File: config.mk
export PLATFORM = sky130hd
export DESIGN_NAME = fifo_ram_ctrl
export DESIGN_NICKNAME = d
export VERILOG_FILES = /design/src/rtl/fifo_ram_ctrl_pkg.sv /design/src/rtl/fifo_skid2.sv /design/src/rtl/fifo_ram_ctrl.sv
export SDC_FILE = /design/constraint.sdc
export NUM_CORES = 1
export LEC_CHECK = 0
export BUFFER_PORTS_ARGS = -buffer_cell sky130_fd_sc_hd__clkbuf_2
export CAP_MARGIN = 20
export CORE_MARGIN = 5
export CORE_UTILIZATION = 30
export CTS_CLUSTER_SIZE = 25
export DETAILED_ROUTE_END_ITERATION = 16
export GPL_TIMING_DRIVEN = 1
export SLEW_MARGIN = 20
export SYNTH_ARGS = -nofsm -noshare
export SYNTH_HDL_FRONTEND = slang
export SYNTH_SLANG_ARGS = --single-unit
File: constraint.sdc
create_clock -name clk -period 4.9 [get_ports clk]
set_input_delay 0.98 -clock clk [delete_from_list [all_inputs] [get_ports clk]]
set_output_delay 0.98 -clock clk [all_outputs]
set_load 0.05 [all_outputs]
File: src/rtl/fifo_ram_ctrl_pkg.sv
// Shared helpers for the RAM-backed FIFO controller.
// Pointer wrap for non-power-of-2 depths and level-width constant.
package fifo_ram_ctrl_pkg;

    localparam int LVL_EXTRA = 2;

    function automatic int unsigned ptr_inc(
        input int unsigned p,
        input int unsigned depth
    );
        return (p == depth - 1) ? 32'd0 : p + 32'd1;
    endfunction

endpackage

File: src/rtl/fifo_skid2.sv
// Two-entry register FIFO used as the prefetch skid buffer.
// Push/pop/count with synchronous reset and flush.
module fifo_skid2 #(
    parameter int WIDTH = 8
) (
    input  logic             clk,
    input  logic             rst,
    input  logic             flush,
    input  logic             push,
    input  logic [WIDTH-1:0] push_data,
    input  logic             pop,
    output logic             valid,
    output logic [WIDTH-1:0] data,
    output logic [1:0]       cnt
);

    logic [WIDTH-1:0] mem [2];
    logic             wp;
    logic             rp;
    logic             do_pop;

    assign valid  = (cnt != 2'd0);
    assign data   = mem[rp];
    assign do_pop = pop & valid;

    always_ff @(posedge clk) begin
        if (rst | flush) begin
            wp  <= 1'b0;
            rp  <= 1'b0;
            cnt <= 2'd0;
        end else begin
            if (push)
                wp <= ~wp;
            if (do_pop)
                rp <= ~rp;
            cnt <= cnt + 2'(push) - 2'(do_pop);
        end
    end

    always_ff @(posedge clk) begin
        if (push)
            mem[wp] <= push_data;
    end

endmodule

File: src/rtl/fifo_ram_ctrl.sv
// FIFO controller for an external 1-cycle-latency dual-port RAM.
// Optional watermark/sticky stats under FIFO_RAM_CTRL_STAT_EN.
module fifo_ram_ctrl
    import fifo_ram_ctrl_pkg::*;
#(
    parameter int ADDRBIT = 6,
    parameter int DEPTH   = 64,
    parameter int WIDTH   = 8
) (
    input  logic                         clk,
    input  logic                         rst,
    input  logic                         flush,
    input  logic                         in_valid,
    input  logic [WIDTH-1:0]             in_data,
    output logic                         in_ready,
    output logic                         out_valid,
    output logic [WIDTH-1:0]             out_data,
    input  logic                         out_ready,
    output logic [ADDRBIT+LVL_EXTRA-1:0] level,
    output logic                         ram_wren,
    output logic [ADDRBIT-1:0]           ram_wraddress,
    output logic [WIDTH-1:0]             ram_data,
    output logic [ADDRBIT-1:0]           ram_rdaddress,
    input  logic [WIDTH-1:0]             ram_q
`ifdef FIFO_RAM_CTRL_STAT_EN
    ,
    output logic [ADDRBIT+LVL_EXTRA-1:0] peak_level,
    output logic                         ovf_sticky,
    output logic                         unf_sticky
`endif
);

    localparam int LW = ADDRBIT + LVL_EXTRA;
    localparam int CW = ADDRBIT + 1;

    logic [ADDRBIT-1:0] wptr;
    logic [ADDRBIT-1:0] rptr;
    logic [CW-1:0]      ramcnt;
    logic               inflight;
    logic [1:0]         skid_cnt;
    logic [2:0]         occ;
    logic               clr;
    logic               ram_full;
    logic               push;
    logic               pop;
    logic               rd_issue;

    assign clr      = rst | flush;
    assign ram_full = (ramcnt >= CW'(DEPTH));
    assign in_ready = ~ram_full & ~clr;
    assign push     = in_valid & in_ready;
    assign pop      = out_valid & out_ready;

    // Slots the skid will need once the pending read lands, net of this pop.
    assign occ      = {1'b0, skid_cnt} + {2'b0, inflight} - {2'b0, pop};
    assign rd_issue = (ramcnt != '0) & (occ < 3'd2);

    assign ram_wren      = push;
    assign ram_wraddress = wptr;
    assign ram_data      = in_data;
    assign ram_rdaddress = rptr;

    assign level = LW'(ramcnt) + LW'(inflight) + LW'(skid_cnt);

    always_ff @(posedge clk) begin
        if (clr) begin
            wptr     <= '0;
            rptr     <= '0;
            ramcnt   <= '0;
            inflight <= 1'b0;
        end else begin
            if (push)
                wptr <= ADDRBIT'(ptr_inc(32'(wptr), DEPTH));
            if (rd_issue)
                rptr <= ADDRBIT'(ptr_inc(32'(rptr), DEPTH));
            ramcnt   <= ramcnt + CW'(push) - CW'(rd_issue);
            inflight <= rd_issue;
        end
    end

    fifo_skid2 #(
        .WIDTH (WIDTH)
    ) u_skid (
        .clk       (clk),
        .rst       (rst),
        .flush     (flush),
        .push      (inflight),
        .push_data (ram_q),
        .pop       (pop),
        .valid     (out_valid),
        .data      (out_data),
        .cnt       (skid_cnt)
    );

`ifdef FIFO_RAM_CTRL_STAT_EN
    always_ff @(posedge clk) begin
        if (clr) begin
            peak_level <= '0;
            ovf_sticky <= 1'b0;
            unf_sticky <= 1'b0;
        end else begin
            if (level > peak_level)
                peak_level <= level;
            if (in_valid & ~in_ready & ram_full)
                ovf_sticky <= 1'b1;
            if (out_ready & ~out_valid)
                unf_sticky <= 1'b1;
        end
    end
`endif

endmodule

==> impl_metrics.py, run 1 <==
metrics = {
    "layout": {
        "layout.cells.non_filler": 348,
        "fin_nets": 291,
        "syn_to_final_growth_pct": 16.8,
        "drive_above_1_share_pct": 25.7,
        "fillers": 755,
        "finish.utilization_pct": 35.9,
        "layout_commonest_cell": "clkbuf_2",
        "mostFrequentLayoutCells": "clkbuf_2 (43), dfxtp_1 (25), inv_1 (18), ha_1 (18), nor2_1 (17)",
        "antenna_cells": 0,
    },
    "power": {
        "ir_worst_vdd_uv": 262,
        "combPwrFrac_pct": 48.0,
        "p_total_mw": 1.41,
        "internal_power_mw": 0.792,
        "net-switching-power_mw": 0.618,
        "powerDensity_nw_per_um2": 544,
        "clock_power_share_pct": 19.7,
        "p_seq_share_pct": 32.4,
        "p_sw_share_pct": 43.8,
        "power_leakage_nw": 1.12,
    },
    "worst_setup_path": {
        "cp_data_arrival_time_ps": 4180,
        "worstPathMaxFanout": 8,
        "required_ps": 5070,
        "critPathLaunchType": "flop",
        "reg2reg_from": "u_skid.cnt[1]",
        "worst_setup_path_end_kind": "flop",
        "path_cells": "or2_2, and2_1, ha_1, inv_1, ha_1, inv_1, fa_1, xor2_1, a211o_1, inv_2, ha_1, inv_1, ha_1, fa_1, a21oi_1, o21ai_0, mux2i_1, nand4_1",
        "crit_buf_inv": 4,
        "cp_top_family": "adder cells",
        "critPathSlowestCell": "dfxtp_1",
        "crit_start": "u_skid.cnt[1]",
        "path_common_cell": "ha_1",
        "max_stage_delay_ps": 400,
        "crit_type": "reg2reg",
    },
    "job": {
        "maxCapViolCount": 0,
    },
    "routing": {
        "ant_nets": 0,
        "routedWlPerCell_um": 13.1,
        "drt_iter0_drc": 53,
        "drcViolationCount": 0,
        "viasPerCell": 4.55,
        "routed_wl_um": 4570,
        "drt_pass1_iterations": 4,
        "vias": 1584,
    },
    "sta": {
        "setup_viol": 0,
        "fin_crit_ps": 4000,
        "fin_worst_skew_ps": 12.0,
        "drv_slew": 0,
        "period_share_pct": 81.7,
        "relSlewSlack_pct": 37.2,
        "fmax_mhz": 250,
        "tns_ps": 0,
        "rsz0062_at_grt": "no",
        "hold_viol": 0,
        "tightestPinTransition_ps": 942,
    },
    "global_route": {
        "use_met2_pct": 16.9,
        "grt_max_degree": 26,
        "grt_pass1_wl_um": 7640,
        "grt_antenna_before_repair": 0,
        "grt_use_met1_pct": 14.2,
        "grt.total_usage_pct": 10.6,
        "grt_pass1_vias": 1529,
        "met3_usage_pct": 2.89,
        "overflow": 0,
        "top_usage_layer": "met2",
    },
    "floorplan": {
        "die_h_um": 96.0,
        "core_area_sq_um": 7210,
        "start_util_pct": 30.8,
        "die_x_um": 96.0,
        "rows": 31,
        "die_area_sq_um": 9220,
        "pin_count": 60,
    },
    "synth": {
        "synth-main-ff-cell": "dfxtp_1",
        "synthCells": 211,
        "synth-seq-area-share_pct": 44.2,
        "async_flop_share_pct": 0,
        "synth.distinct_cells": 47,
        "synth.top_cell.area_share_pct": 22.5,
        "yosysWarningCount": 0,
        "ys_seq_elements": 41,
        "ys_top_cells_by_area": "dfxtp_1 (23%), edfxtp_1 (22%), ha_1 (10%)",
        "synthesis.area_sq_um": 2220,
        "synth_edf_count": 16,
        "syn_area_per_cell_sq_um": 10.5,
        "synth.largest_area_cell": "dfxtp_1",
        "synth_nets": 254,
    },
    "clock_tree": {
        "clk-insertion-delay-late_ps": 300,
        "postCtsResizedCells": 0,
        "clock_path_buffers": 2,
        "cts_tree": "yes",
        "postCtsSetupRepairBufs": 0,
        "cts_sinks": 41,
        "cts_htree_levels": 2,
        "clk_pin_slew_worst_paths_ps": 90,
        "cts_buffers": 5,
        "cts_hold_buf": 0,
        "root_buffer": "clkbuf_8",
    },
    "place": {
        "gp_congestion": 0.762,
        "port_buffers": 43,
        "hpwl_um": 3480,
        "dpl.cell_count": 340,
    },
    "hold_path": {
        "hp-start": "ram_wraddress[1]",
        "hp-class": "reg2reg",
    },
    "outcome": {
        "status": "completed",
    },
}
==> routing by layer <==
layer,part of all wire [%],wire length (um)
met3,6.2,283
met5,0,0
met2,46,2080
met4,1.1,50
met1,47,2150
==> path summary, 6_finish.rpt <==
check | endpoint | slack, ps | cells after the start
setup / recovery | ramcnt[6] | 900 | 18
hold / removal | ram_wraddress[1] | 490 | 2
setup reg to reg | ramcnt[6] | 900 | 18
hold reg to reg | ram_wraddress[1] | 490 | 2
==> flip-flops by register name, indices dropped and copies added (netlist names), named ones only <==
| register | cells |
|---|---|
| ram_wraddress | 6 |
| u_skid.rp | 1 |
| ram_rdaddress | 6 |
| ramcnt | 7 |
| u_skid.cnt | 2 |
| u_skid.mem | 16 |
| u_skid.wp | 1 |
| inflight | 1 |
==> tightest hold or removal path: stages, from the launching register on <==
cell,delay (ps)
dfxtp_1,340
nand2_1,60
o21ai_1,50
==> per-stage QoR <==
stage                     hold slack, ps  worst slack (ps)  instance area [sq um]
after floorplan                      481               927                   2220
after global placement               478               703                   2480
after detailed placement             482               602                   2480
after CTS                            496               890                   2590
after global routing                 522               652                   2590
final                                489               896                   2590
==> power groups by stage <==
| stage | sequential (mW) | combinational [mW] | clock, mW |
|---|---|---|---|
| finish | 0.456 | 0.676 | 0.277 |
| global route | 0.463 | 0.753 | 0.304 |
| detailed placement | 0.466 | 0.681 | 0 |
| global placement | 0.463 | 0.670 | 0 |
| floorplan | 0.464 | 0.555 | 0 |
| CTS | 0.457 | 0.685 | 0.288 |
==> logic make-up (layout without fill, tap and decap cells) <==
family	count (synthesis)	in the layout	share of synthesized area (%)
adders and majority gates	22	22	13.8
buffers and inverters	32	70	6.88
xor gates and xnor gates	13	13	5.13
DFF	41	41	44.2
muxes	11	11	5.41
and+or+nand+nor	69	69	17.8
AOI/OAI and AO/OA	23	23	6.82
==> synth_stat cells (all sizes together), types with 2 or more instances <==
cell type,count
a21oi,7
a41oi,2
and2,6
and3,5
buf,10
clkbuf,3
dfxtp,25
edfxtp,16
fa,4
ha,18
inv,19
mux2,8
mux2i,3
nand2,10
nand2b,3
nand3,6
nand4,3
nor2,17
nor3,3
nor3b,2
nor4,3
nor4b,2
o211ai,2
o21ai,5
or2,3
xnor2,8
xor2,5
==> area by class of cell <==
type                            instances  area [sq um]  share of cell area (%)
Clock inverter                          3          46.3                    1.79
Clock buffer                            5          68.8                    2.65
Tap cell                               99           124                    4.78
Inverter                               19          71.3                    2.75
Timing Repair Buffer                   43           215                    8.30
Sequential cell                        41           981                    37.8
Multi-Input combinational cell        138          1090                    41.9
No activity file was read; power rests on OpenSTA's default activity.
==> run 2, diff against run 1 <==
==> constraint.sdc (replaced) <==
create_clock -name clk -period 3.49 [get_ports clk]
set_input_delay 0.698 -clock clk [delete_from_list [all_inputs] [get_ports clk]]
set_output_delay 0.698 -clock clk [all_outputs]
set_load 0.05 [all_outputs]
==> impl_metrics.py, run 2 (synthesized netlist as in run 1, its figures left out) <==
metrics = {
    "outcome": {
        "status": "completed",
    },
    "worst_setup_path": {
        "required_ps": 3670,
        "ff2ff_setup_slack_ps": 70,
        "worstPathMaxFanout": 2,
        "cp_data_arrival_time_ps": 3600,
        "worst_setup_path_end_kind": "flop",
        "crit_type": "reg2reg",
        "critPathLaunchType": "flop",
    },
    "hold_path": {
        "hp-class": "reg2reg",
    },
    "place": {
        "hpwl_um": 3450,
        "gp_congestion": 0.779,
        "port_buffers": 43,
        "dpl_worst_slack_ps": -150,
    },
    "floorplan": {
        "pin_count": 60,
        "start_util_pct": 30.8,
        "die_h_um": 96.0,
        "rows": 31,
        "core_area_sq_um": 7210,
        "die_x_um": 96.0,
        "die_area_sq_um": 9220,
    },
    "sta": {
        "rsz0062_at_grt": "yes",
        "fin_ws_ps": 68.6,
        "fin_worst_skew_ps": 7.43,
        "fin_crit_ps": 3420,
        "tightestPinTransition_ps": 784,
        "relSlewSlack_pct": 47.6,
        "tns_ps": 0,
        "period_share_pct": 98.0,
        "hold_viol": 0,
        "holdWs_ps": 488,
        "drv_slew": 0,
        "fmax_mhz": 292,
        "setup_viol": 0,
    },
    "power": {
        "power_leakage_nw": 1.19,
        "powerDensity_nw_per_um2": 828,
        "p_total_mw": 2.31,
        "ir_worst_vdd_uv": 387,
    },
    "global_route": {
        "overflow": 0,
        "grt_pass1_vias": 1593,
        "grt_max_degree": 25,
        "grt.total_usage_pct": 10.5,
        "grt_pass1_wl_um": 7530,
        "grt_antenna_before_repair": 0,
    },
    "layout": {
        "largest_reg_flops": 16,
        "fillers": 739,
        "syn_to_final_growth_pct": 25.7,
        "fin_nets": 303,
        "antenna_cells": 0,
        "layout_commonest_cell": "clkbuf_2",
        "drive_above_1_share_pct": 35.2,
        "mostFrequentLayoutCells": "clkbuf_2 (43), dfxtp_1 (23), nor2_1 (17)",
        "top_register": "u_skid.mem",
        "largest_registers": "u_skid.mem x16, ramcnt x7",
    },
    "routing": {
        "drt_iter0_drc": 36,
        "drcViolationCount": 0,
        "vias": 1630,
        "routed_wl_um": 4720,
        "drt_pass1_iterations": 4,
        "routedWlPerCell_um": 13.1,
        "ant_nets": 0,
        "viasPerCell": 4.53,
    },
    "clock_tree": {
        "cts_sinks": 41,
        "clk-insertion-delay-late_ps": 290,
        "cts_hold_buf": 0,
        "clock_path_buffers": 2,
        "clk_pin_slew_worst_paths_ps": 80,
        "cts_tree": "yes",
        "root_buffer": "clkbuf_8",
        "cts_buffers": 5,
        "cts_htree_levels": 2,
    },
    "job": {
        "maxCapViolCount": 0,
    },
}
==> run 2: cell types whose count changed in the layout (fill, tap and decap cells not counted), moves of 2 or more <==
cell | before | now
dfxtp_2 | 0 | 2
ha_4 | 0 | 4
buf_4 | 0 | 12
inv_2 | 1 | 5
ha_1 | 18 | 14
inv_1 | 18 | 14
fa_1 | 4 | 2
fa_2 | 0 | 2
dfxtp_1 | 25 | 23
==> run 2: what timing repair did <==
item / CTS / global route
endpoints found under the setup margin: 0 / 5
resized for setup: 0 / 14
setup buffers: 0 / 5
==> run 2: through the flow <==
step	std cells	area, sq um	utilization, %
floorplan	211	2240	-
global placement	347	2550	35.3
detailed placement	347	2550	35.3
CTS	355	2680	37.2
global route	360	2790	38.7
finish	360	2790	38.7
==> run 2: worst max-delay path, cell delays in order (launching register included) <==
cell and delay (ps):
dfxtp_2 330, or2_4 240, and2_4 150, ha_4 200, inv_2 60, ha_4 120, inv_2 40, fa_2 570
inv_2 40, a211o_1 260, inv_2 90, ha_4 120, inv_2 40, ha_4 150, fa_2 390, a21oi_4 170
o21ai_2 80, mux2i_1 160, nand4_1 100
==> run 2: path summary, 6_finish.rpt <==
check,from,endpoint,cells after the start
setup / recovery,u_skid.cnt[1],ramcnt[6],18
hold / removal,ram_wraddress[1],ram_wraddress[1],2
hold reg to reg,ram_wraddress[1],ram_wraddress[1],2
setup reg to reg,u_skid.cnt[1],ramcnt[6],18
==> run 2: layer usage <==
metal	global-route usage, %	vias up	wire, um
li1	-	829	-
met1	13.8	750	2220
met2	16.4	45	2130
met3	3.75	6	319
met4	2.84	0	44
met5	0	-	0
==> run 2: report_power, final <==
| group | internal, mW | switching, mW |
|---|---|---|
| logic | 0.500 | 0.706 |
| clock network | 0.288 | 0.177 |
| registers | 0.568 | 0.0718 |
==> run 2: layout make-up <==
type                    count  area (sq um)  area share [%]
multi-input cells         138          1170            41.9
flip-flops and latches     41           983            35.2
clock inverters             3          68.8            2.47
well taps                  99           124            4.44
clock buffers               5          68.8            2.47
inverters                  19          71.3            2.56
repair buffers             55           305            10.9
==> run 3, diff against run 2 <==
--- a/config.mk
+++ b/config.mk
@@ -7,11 +7,14 @@
 export LEC_CHECK = 0
 export BUFFER_PORTS_ARGS = -buffer_cell sky130_fd_sc_hd__clkbuf_2
 export CAP_MARGIN = 20
+export CELL_PAD_IN_SITES_DETAIL_PLACEMENT = 1
+export CELL_PAD_IN_SITES_GLOBAL_PLACEMENT = 1
 export CORE_MARGIN = 5
 export CORE_UTILIZATION = 30
 export CTS_CLUSTER_SIZE = 25
 export DETAILED_ROUTE_END_ITERATION = 16
 export GPL_TIMING_DRIVEN = 1
+export PLACE_DENSITY_LB_ADDON = 0.1
 export SLEW_MARGIN = 20
 export SYNTH_ARGS = -nofsm -noshare
 export SYNTH_HDL_FRONTEND = slang
==> impl_metrics.py, run 3 (synthesized netlist as in run 1, its figures left out) <==
metrics = {
    "floorplan": {
        "die_x_um": 96.0,
        "pin_count": 60,
        "die_area_sq_um": 9220,
        "start_util_pct": 30.8,
        "rows": 31,
        "die_h_um": 96.0,
        "core_area_sq_um": 7210,
    },
    "routing": {
        "drt_iter0_drc": 59,
        "met2_length_um": 2390,
        "top_layer": "met4",
        "wl_met1_um": 2570,
        "viasPerCell": 4.68,
        "routed_wl_um": 5270,
        "ant_nets": 0,
        "routedWlPerCell_um": 14.5,
        "vias": 1694,
        "routed-wl-met3_um": 266,
        "drt_pass1_iterations": 4,
        "drcViolationCount": 0,
    },
    "global_route": {
        "grt_pass1_vias": 1733,
        "grt_pass1_wl_um": 8470,
        "grt_antenna_before_repair": 0,
        "grt.total_usage_pct": 12.0,
        "grt_max_degree": 25,
        "overflow": 0,
    },
    "clock_tree": {
        "clock_path_buffers": 2,
        "cts_hold_buf": 0,
        "clk_pin_slew_worst_paths_ps": 90,
        "root_buffer": "clkbuf_8",
        "cts_buffers": 5,
        "cts_tree": "yes",
        "cts_htree_levels": 2,
        "clk-insertion-delay-late_ps": 300,
        "cts_sinks": 41,
    },
    "worst_setup_path": {
        "path_cells": "or2_4, and2_4, ha_4, inv_2, ha_4, inv_2, fa_2, inv_2, a211o_1, inv_2, ha_4, inv_2, ha_4, fa_2, a21oi_4, o21ai_2, mux2i_1, nand4_1",
        "reg2reg_from": "u_skid.cnt[1]",
        "critPathLaunchType": "flop",
        "required_ps": 3680,
        "max_stage_delay_ps": 570,
        "worstPathMaxFanout": 2,
        "crit_end": "ramcnt[6]",
        "crit_type": "reg2reg",
        "path_common_cell": "inv_2",
        "ff2ff_setup_slack_ps": 90,
        "reg2regPathDepth": 18,
        "reg2reg_to": "ramcnt[6]",
        "crit_start": "u_skid.cnt[1]",
        "critPathSlowestCell": "fa_2",
        "cp_data_arrival_time_ps": 3600,
        "worst_setup_path_end_kind": "flop",
    },
    "power": {
        "powerDensity_nw_per_um2": 813,
        "ir_worst_vdd_uv": 270,
        "power_leakage_nw": 1.19,
    },
    "sta": {
        "fin_worst_skew_ps": 8.63,
        "setup_viol": 0,
        "hold_viol": 0,
        "tightestPinTransition_ps": 824,
        "fmax_mhz": 294,
        "rsz0062_at_grt": "yes",
        "drv_slew": 0,
        "relSlewSlack_pct": 44.9,
        "tns_ps": 0,
        "fin_crit_ps": 3400,
        "period_share_pct": 97.4,
    },
    "layout": {
        "largest_reg_flops": 16,
        "layout_commonest_cell": "clkbuf_2",
        "largest_registers": "u_skid.mem x16, ramcnt x7",
        "fin_nets": 305,
        "fin_area_sq_um": 2780,
        "syn_to_final_growth_pct": 25.4,
        "antenna_cells": 0,
        "top_register": "u_skid.mem",
        "mostFrequentLayoutCells": "clkbuf_2 (43), dfxtp_1 (23), nor2_1 (17)",
        "drive_above_1_share_pct": 35.7,
        "finish.utilization_pct": 38.6,
    },
    "job": {
        "maxCapViolCount": 0,
    },
    "place": {
        "dpl_cell_area_sq_um": 2560,
        "port_buffers": 43,
        "hpwl_um": 3940,
        "gp_congestion": 0.708,
    },
    "hold_path": {
        "hp-class": "reg2reg",
    },
    "outcome": {
        "status": "completed",
    },
}
==> run 3: cell type report <==
| class | instances | area (sq um) |
|---|---|---|
| fillers | 849 | 4430 |
| multi-input cells | 138 | 1170 |
| flip-flops and latches | 41 | 983 |
| repair buffers | 57 | 320 |
| well taps | 99 | 124 |
| inverters | 19 | 71.3 |
| clock buffers | 5 | 68.8 |
| clock inverters | 3 | 46.3 |
==> run 3: what timing repair did <==
item | in CTS | in global routing
gates resized for setup | 1 | 13
endpoints found under the setup margin | 1 | 3
hold endpoints to repair | 0 | 0
buffers inserted | 2 | 3
pin swaps | 4 | 8
==> run 3: how the worst min path moves through the flow <==
stage	depth (start not counted)	end	slack [ps]	startpoint
final	2	ram_wraddress[1]	500	ram_wraddress[1]
after global routing	2	ram_wraddress[1]	540	ram_wraddress[1]
after CTS	2	ram_wraddress[1]	510	ram_wraddress[1]
after detailed placement	2	ram_wraddress[1]	500	ram_wraddress[1]
after global placement	2	ram_wraddress[1]	480	ram_wraddress[1]
after floorplan	2	flop	480	u_skid.rp
==> run 3: stage by stage <==
stage | total power, mW | hold WS, ps | setup slack (ps) | instances
final | 2.26 | 495 | 89.5 | 362
after global routing | 2.44 | 544 | -54.7 | 362
after CTS | 2.19 | 509 | 14.0 | 359
after detailed placement | 1.74 | 496 | -169 | 349
after global placement | 1.72 | 477 | -107 | 349
after floorplan | 1.46 | 480 | -23.5 | 211
==> run 3: where the power goes <==
group          leakage [nW]  switching (mW)  internal (mW)  total [mW]
logic                 0.786           0.713          0.502        1.22
registers             0.350          0.0768          0.568       0.645
clock network        0.0543           0.187          0.214       0.401
==> run 3: routing by layer <==
metal	vias up	track usage, %
li1	828	-
met1	818	16.1
met2	43	18.6
met3	5	3.83
met4	0	2.73
met5	-	0
==> run 3: critical path, delay by kind of cell (launching register included) <==
| family | cells | cell delay (ps) |
|---|---|---|
| mux | 1 | 160 |
| buf+inv | 5 | 250 |
| compound gates | 3 | 530 |
| fa+ha+maj | 6 | 1540 |
| simple gates | 3 | 490 |
| flops | 1 | 330 |
